### config.mk
export PLATFORM = sky130hd
export DESIGN_NAME = cci_mpf_wro_event_counters
export DESIGN_NICKNAME = d
export VERILOG_FILES = /design/src/rtl/cci_mpf_wro_event_counters.sv
export SDC_FILE = /design/constraint.sdc
export NUM_CORES = 1
export LEC_CHECK = 0
export ABC_AREA = 1
export BUFFER_PORTS_ARGS = -buffer_cell sky130_fd_sc_hd__buf_2
export CORE_MARGIN = 5
export CORE_UTILIZATION = 48
export DETAILED_ROUTE_END_ITERATION = 7
export PLACE_DENSITY = 0.61
export REMOVE_ABC_BUFFERS = 1
export SYNTH_ARGS = -nofsm -noshare
export SYNTH_HDL_FRONTEND = slang
export SYNTH_SLANG_ARGS = --single-unit
### constraint.sdc
create_clock -name clk -period 24.2 [get_ports clk]
set_input_delay 7.26 -clock clk [delete_from_list [all_inputs] [get_ports clk]]
set_output_delay 7.26 -clock clk [all_outputs]
set_load 0.05 [all_outputs]
### src/rtl/cci_mpf_wro_event_counters.sv
// WRO pipeline conflict event counters with a CSR read responder.
// Four saturating counters (rr, rw, wr, ww) are fed from a registered copy
// of the event pulses. Sticky overflow flags record events that are lost to
// saturation. CSR reads complete two cycles after the request and return
// the values as they stood before any same-edge update.
module cci_mpf_wro_event_counters #(
  parameter int COUNTER_WIDTH = 48
) (
  input  logic        clk,
  input  logic        reset,
  input  logic [3:0]  wro_pipe_events,
  input  logic        csr_rd_en,
  input  logic [2:0]  csr_rd_idx,
  input  logic [8:0]  csr_rd_tid,
  input  logic        csr_wr_clear,
  output logic        csr_rd_valid,
  output logic [63:0] csr_rd_data,
  output logic [8:0]  csr_rd_tid_out
);

  localparam int NUM_CNT = 4;
  localparam logic [COUNTER_WIDTH-1:0] CNT_MAX  = {COUNTER_WIDTH{1'b1}};
  localparam logic [COUNTER_WIDTH-1:0] CNT_ONE  = {{(COUNTER_WIDTH-1){1'b0}}, 1'b1};
  localparam logic [COUNTER_WIDTH-1:0] CNT_ZERO = {COUNTER_WIDTH{1'b0}};
  localparam logic [7:0] WIDTH_CODE = 8'(COUNTER_WIDTH);

  localparam logic [2:0] IDX_RR     = 3'd0;
  localparam logic [2:0] IDX_RW     = 3'd1;
  localparam logic [2:0] IDX_WR     = 3'd2;
  localparam logic [2:0] IDX_WW     = 3'd3;
  localparam logic [2:0] IDX_STATUS = 3'd4;

  // Zero-extend a counter value to a full CSR word.
  function automatic logic [63:0] cnt_to_word(input logic [COUNTER_WIDTH-1:0] cnt);
    cnt_to_word = {{(64-COUNTER_WIDTH){1'b0}}, cnt};
  endfunction

  // Status word: overflow flags in the low nibble, counter width in byte 1.
  function automatic logic [63:0] status_word(input logic [3:0] ovf);
    status_word = {48'h0000_0000_0000, WIDTH_CODE, 4'h0, ovf};
  endfunction

  // Event stage
  logic [3:0] ev_q_r;

  // Counter state
  logic [COUNTER_WIDTH-1:0] cnt_r   [NUM_CNT];
  logic [COUNTER_WIDTH-1:0] cnt_nxt_s [NUM_CNT];
  logic [3:0]               ovf_r;
  logic [3:0]               ovf_nxt_s;

  // Read pipeline stage 1 (request registered, word snapshotted)
  logic        rd_valid1_r;
  logic [8:0]  rd_tid1_r;
  logic [63:0] rd_word1_r;
  logic [63:0] rd_word_s;

  // Register the raw event pulses; counting happens one edge later.
  always_ff @(posedge clk or posedge reset) begin
    if (reset) begin
      ev_q_r <= 4'b0000;
    end else begin
      ev_q_r <= wro_pipe_events;
    end
  end

  // Next counter and overflow values: clear wins, otherwise saturating increment.
  always_comb begin
    ovf_nxt_s = ovf_r;
    for (int i = 0; i < NUM_CNT; i++) begin
      cnt_nxt_s[i] = cnt_r[i];
      if (csr_wr_clear) begin
        cnt_nxt_s[i] = CNT_ZERO;
        ovf_nxt_s[i] = 1'b0;
      end else if (ev_q_r[i]) begin
        if (cnt_r[i] == CNT_MAX) begin
          // Event lost to saturation: remember it.
          cnt_nxt_s[i] = cnt_r[i];
          ovf_nxt_s[i] = 1'b1;
        end else begin
          cnt_nxt_s[i] = cnt_r[i] + CNT_ONE;
          ovf_nxt_s[i] = ovf_r[i];
        end
      end else begin
        cnt_nxt_s[i] = cnt_r[i];
        ovf_nxt_s[i] = ovf_r[i];
      end
    end
  end

  // Counter and sticky overflow registers.
  always_ff @(posedge clk or posedge reset) begin
    if (reset) begin
      for (int i = 0; i < NUM_CNT; i++) begin
        cnt_r[i] <= CNT_ZERO;
      end
      ovf_r <= 4'b0000;
    end else begin
      for (int i = 0; i < NUM_CNT; i++) begin
        cnt_r[i] <= cnt_nxt_s[i];
      end
      ovf_r <= ovf_nxt_s;
    end
  end

  // Select the requested CSR word from the current (pre-update) state.
  always_comb begin
    rd_word_s = 64'h0000_0000_0000_0000;
    case (csr_rd_idx)
      IDX_RR:     rd_word_s = cnt_to_word(cnt_r[0]);
      IDX_RW:     rd_word_s = cnt_to_word(cnt_r[1]);
      IDX_WR:     rd_word_s = cnt_to_word(cnt_r[2]);
      IDX_WW:     rd_word_s = cnt_to_word(cnt_r[3]);
      IDX_STATUS: rd_word_s = status_word(ovf_r);
      default:    rd_word_s = 64'h0000_0000_0000_0000;
    endcase
  end

  // Read stage 1: accept the request and snapshot the selected word. The
  // index is consumed here, so only the resolved word travels onward.
  always_ff @(posedge clk or posedge reset) begin
    if (reset) begin
      rd_valid1_r <= 1'b0;
      rd_tid1_r   <= 9'h000;
      rd_word1_r  <= 64'h0000_0000_0000_0000;
    end else if (csr_rd_en) begin
      rd_valid1_r <= 1'b1;
      rd_tid1_r   <= csr_rd_tid;
      rd_word1_r  <= rd_word_s;
    end else begin
      rd_valid1_r <= 1'b0;
      rd_tid1_r   <= 9'h000;
      rd_word1_r  <= 64'h0000_0000_0000_0000;
    end
  end

  // Read stage 2: registered response outputs, held at zero when idle.
  always_ff @(posedge clk or posedge reset) begin
    if (reset) begin
      csr_rd_valid   <= 1'b0;
      csr_rd_data    <= 64'h0000_0000_0000_0000;
      csr_rd_tid_out <= 9'h000;
    end else if (rd_valid1_r) begin
      csr_rd_valid   <= 1'b1;
      csr_rd_data    <= rd_word1_r;
      csr_rd_tid_out <= rd_tid1_r;
    end else begin
      csr_rd_valid   <= 1'b0;
      csr_rd_data    <= 64'h0000_0000_0000_0000;
      csr_rd_tid_out <= 9'h000;
    end
  end

endmodule

Word level (Yosys, flattened, before mapping)
Index checks and enable logic that the tools add are counted.
- $add $sub $neg: 4
- equality and inequality tests: 12
- muxes and demuxes: 31
- reduce and logical (&&, ||, !) cells: 17
- operators with widths (cell ; number):
    $mux W48 ; 13
    $pmux W48 S5 ; 1
    $add A48 B1 Y48 const B ; 4
    $eq A48 B48 Y1 const B ; 4
    $mux W64 ; 1
    $mux W9 ; 2
    $reduce_and A2 Y1 ; 8
    $reduce_bool A2 Y1 ; 8
    $mux W1 ; 14
    $ne A2 B2 Y1 const B ; 4
    $eq A3 B2 Y1 const B ; 2
    $eq A3 B1 Y1 const B ; 1
    $eq A3 B3 Y1 const B ; 1
    $logic_not A3 Y1 ; 1
- flip-flop bits (word level): 348
- input port bits: 20
- output and inout port bits: 74
- logic and storage cells: 79

Depth between registers and ports, before layout
- depth after elaboration: 4
- mapped depth: 11
- mapped depth without buffers: 11

Worst setup path before layout
No wires, ideal clock.
- path kind: input port to flip-flop
- from: in csr_rd_idx[1]
- to: reg rd_word1_r[39]
- setup time: 0.132 ns
- arrival: 8.353 ns
- required time: 24.068 ns
- setup slack: 15.715 ns
- cell stages on the path: 6
- buffers on the path: 2
- cells stage by stage: clkbuf_1 -> nand3_1 -> clkinv_1 -> clkbuf_1 -> a221oi_1 -> nor2_1
- word-level cells in the longest chain between the ends: 3
- elaborated cells on any way between the ends: 7
- classes of those cells: 4 x eq/ne; 2 x mux; 1 x reduce/logical
- RTL lines (element ; RTL line ; text):
    from (decl) ; 13 ; input logic [2:0] csr_rd_idx,
    $eq A3 B3 Y1 (tied with other cells) ; 109 ; case (csr_rd_idx)
    $pmux W48 S5 (*) ; 109 ;
    $mux W48 (*) ; 126 ; end else if (csr_rd_en) begin
    to (signal assigned) ; 129 ; rd_word1_r <= rd_word_s;
    to (decl) ; 55 ; logic [63:0] rd_word1_r;
Every way passes the cells marked *; elsewhere a longest branch is shown, timed or not.
A chain may end at the register's enable or synchronous reset.

==> flow_summary_export.csv <==
group,metric,value,unit
yosys,yosys_most_used_dff,"dfrtp_1",
detailed_routing,avgRoutedWirePerCell,19.90,µm
finish,fin_nets,2670,
floorplan,ios,94,
clock_network,clock_latency,0.56,ns
clock_network,postCtsSetupBuffers,0,
floorplan,die_x,204.9,µm
floorplan,dieHeight,204.9,µm
detailed_routing,drt-initial-drc-count,1810,
detailed_routing,drc_errors,0,
worst_setup_path,worst_setup_path_end_kind,"asynchronous set/reset pin",
yosys,synth_most_common_cell,"nand2_1",
worst_setup_path,crit_arrival,9.66,ns
yosys,ys_seq_area_frac,0.4336,
yosys,synth_warnings,0,
worst_setup_path,r2r_cells,11,
clock_network,cts_buffers,37,
yosys,synth_common_cells,"nand2_1 (927), nor2_1 (396), dfrtp_1 (316), inv_1 (226), nand3_1 (139)",
grt,grt_pass1_vias,15685,
placed_design,dp_hpwl,48410,µm
placed_design,portBuffers,77,
worst_setup_path,worstSetupPathType,"in -> async",
floorplan,placementRows,71,
timing,fin_worst_hold_slack,0.4306,ns
timing,worst_pin_slew,1.102,ns
yosys,avgSynthCellArea,7.031,µm²
finish,multi_input_area,0.008996,mm²
yosys,synth_cell_type_count,42,
grt,grtUsageTotal,0.3043,
worst_setup_path,startpoint,"reset",
clock_network,clock_sinks,316,
timing,fin_crit_sh,0.3769,
worst_hold_path,hp-start,"rd_word1_r[7]",
floorplan,die_area,0.04199,mm²
yosys,synthArstFlopShare,1.000,
yosys,synth_area,0.01824,mm²
clock_network,cts_resized,0,
yosys,synth_top_area_cell,"dfrtp_1",
detailed_routing,drt_wl_total,63400,µm
timing,final.setup.tns,0,ns
finish,area_delta_synth_final,10.75,%
grt,grt_overflow,0,
yosys,postSynthCellCount,2594,
worst_setup_path,required,24.74,ns
detailed_routing,vias_per_cell,5.404,
worst_setup_path,critPathMaxFanout,106,
floorplan,core-area,0.03758,mm²
grt,grt_pass1_wl,97430,µm
clock_network,hold_buffers,0,
finish,seq_area,0.007909,mm²
run,drv_cap,0,
worst_setup_path,worstReg2RegStart,"cnt_r[1]",
worst_setup_path,r2r_slack,21.18,ns
timing,rsz0062_at_grt,"no",
power,p_leak,8.810,nW
yosys,synth_seq_cells,316,
timing,slew_violations,0,
finish,drive_gt1_frac,0.07255,
power,p_per_area,58.50,mW/mm²
finish,layout.cells.non_filler,3185,
power,ir_drop,0.04492,mV
clock_network,htree_levels,2,
worst_setup_path,r2r_end,"cnt_r[3]",
grt,grt_max_degree,107,
clock_network,clockRootBuffer,"clkbuf_16",
detailed_routing,drtAntennaViolNets,0,
grt,antenna_found_initial,1,
timing,fmax,109.6,MHz
placed_design,place.gp.congestion,0.9656,
yosys,synth_edf_count,0,
worst_setup_path,start_kind,"input pin",
worst_setup_path,crit_end,"cnt_r[143]",
clock_network,clk_pin_slew,0.06,ns
floorplan,start_util,0.4853,
clock_network,clockBufferDepth,3,
timing,setup_viol,0,
timing,finalHoldViolCount,0,
timing,relSlewSlack,0.2632,
yosys,synth_top_area_frac,0.4336,
placed_design,dpl.cell_count,3118,
clock_network,cts_tree,"yes",
timing,skew,0.02348,ns
outcome,status,"finished clean",
timing,finalCriticalPeriod,9.120,ns
detailed_routing,first_pass_iters,6,
finish,nFillCells,3820,
yosys,ys_top_cells_by_area,"dfrtp_1 (43%), nand2_1 (19%), nor2_1 (8.2%), inv_1 (4.7%), xor2_1 (3.9%)",
detailed_routing,vias,17212,
finish,n_antenna_cell,0,
worst_hold_path,min_path_type,"reg -> reg",
worst max-delay path, cell delays in order:
cell and delay (ns):
buf_2 0.13, inv_8 0.47, buf_4 0.84, buf_4 0.88
where the power goes:
group | switching, W | leakage [nW] | internal [W] | total, W
Sequential | 0.00000457 | 4.38 | 0.000533 | 0.000537
Combinational | 0.0000475 | 3.81 | 0.00000835 | 0.0000559
Clock | 0.000232 | 0.620 | 0.000356 | 0.000588
logic make-up (layout without fill, tap and decap cells):
kind of cell             Yosys count  after routing  synth area share
AND/OR/NAND/NOR                 1570           1570            0.3489
XOR/XNOR                          94             94           0.04514
flip-flops                       316            316            0.4336
buffers and inverters            329            394           0.07698
AO/OA/AOI/OAI                    280            280           0.09241
other                              1             16         0.0002056
adder cells (fa/ha/maj)            4              4          0.002744
worst min-delay path by stage:
stage               cells after the start  slack [ns]                 to
floorplan                               2        0.41     csr_rd_data[0]
global placement                        2        0.42  csr_rd_tid_out[7]
detailed placement                      2        0.42     csr_rd_data[7]
CTS                                     2        0.43     csr_rd_data[7]
global route                            2        0.45  csr_rd_tid_out[1]
finish                                  2        0.43     csr_rd_data[7]
per-layer routing:
metal	wire length [µm]	vias to the layer above	track usage
li1	-	8344	-
met1	28940	8115	0.4522
met2	27000	638	0.4480
met3	4977	113	0.04939
met4	2469	2	0.1139
met5	11	-	0
state kept, by name, indices dropped and copies added (netlist names):
name	flops
csr_rd_valid	1
cnt_r	192
ovf_r	4
csr_rd_data	48
rd_tid1_r	9
csr_rd_tid_out	9
rd_word1_r	48
ev_q_r	4
rd_valid1_r	1
placed cells by master, fill, tap and decap left out, types with 2 or more instances in the layout:
cell,netlist,final
nand2_1,927,927
nor2_1,396,396
dfrtp_1,316,315
inv_1,226,224
nand3_1,139,139
o21ai_0,129,129
xor2_1,82,82
buf_2,18,77
nand4_1,70,70
clkbuf_16,0,39
o21ai_1,32,32
o22ai_1,31,31
a221oi_1,26,26
a22oi_1,16,16
conb_1,1,16
buf_4,23,16
a31oi_1,14,14
nor2_2,13,13
xnor2_1,12,12
o21bai_1,10,10
clkbuf_1,43,10
a21oi_1,9,9
inv_2,6,7
or2_2,7,7
clkinv_2,0,6
clkbuf_8,0,6
a21oi_4,3,4
nand2_2,4,4
nor3_1,4,4
ha_1,4,4
bufinv_16,0,4
nor2_4,3,3
nor3b_1,2,2
nand3_2,2,2
clkinv_1,2,2
a211oi_1,2,2
a41oi_1,2,2
o21a_1,2,2
nand3b_1,2,2
metrics by stage:
stage                     instance area [µm²]  total power [W]    util  worst slack, ns
final                                   20200         0.001182  0.5375            15.08
after global routing                    20200         0.001221  0.5375            14.53
after CTS                               20200         0.001192  0.5375            14.89
after detailed placement                18940        0.0006032  0.5039            14.31
after global placement                  18940        0.0006022  0.5039            14.36
after floorplan                         17770        0.0005810       -            8.197
final cells by class:
type | count | area share
clock buffer | 55 | 0.05427
clock inverter | 12 | 0.008239
inverter | 234 | 0.04386
multi-input combinational | 1964 | 0.4454
sequential | 316 | 0.3916
tap | 511 | 0.03165
timing repair buffer | 93 | 0.02503
(Power assumes the default switching activity.)
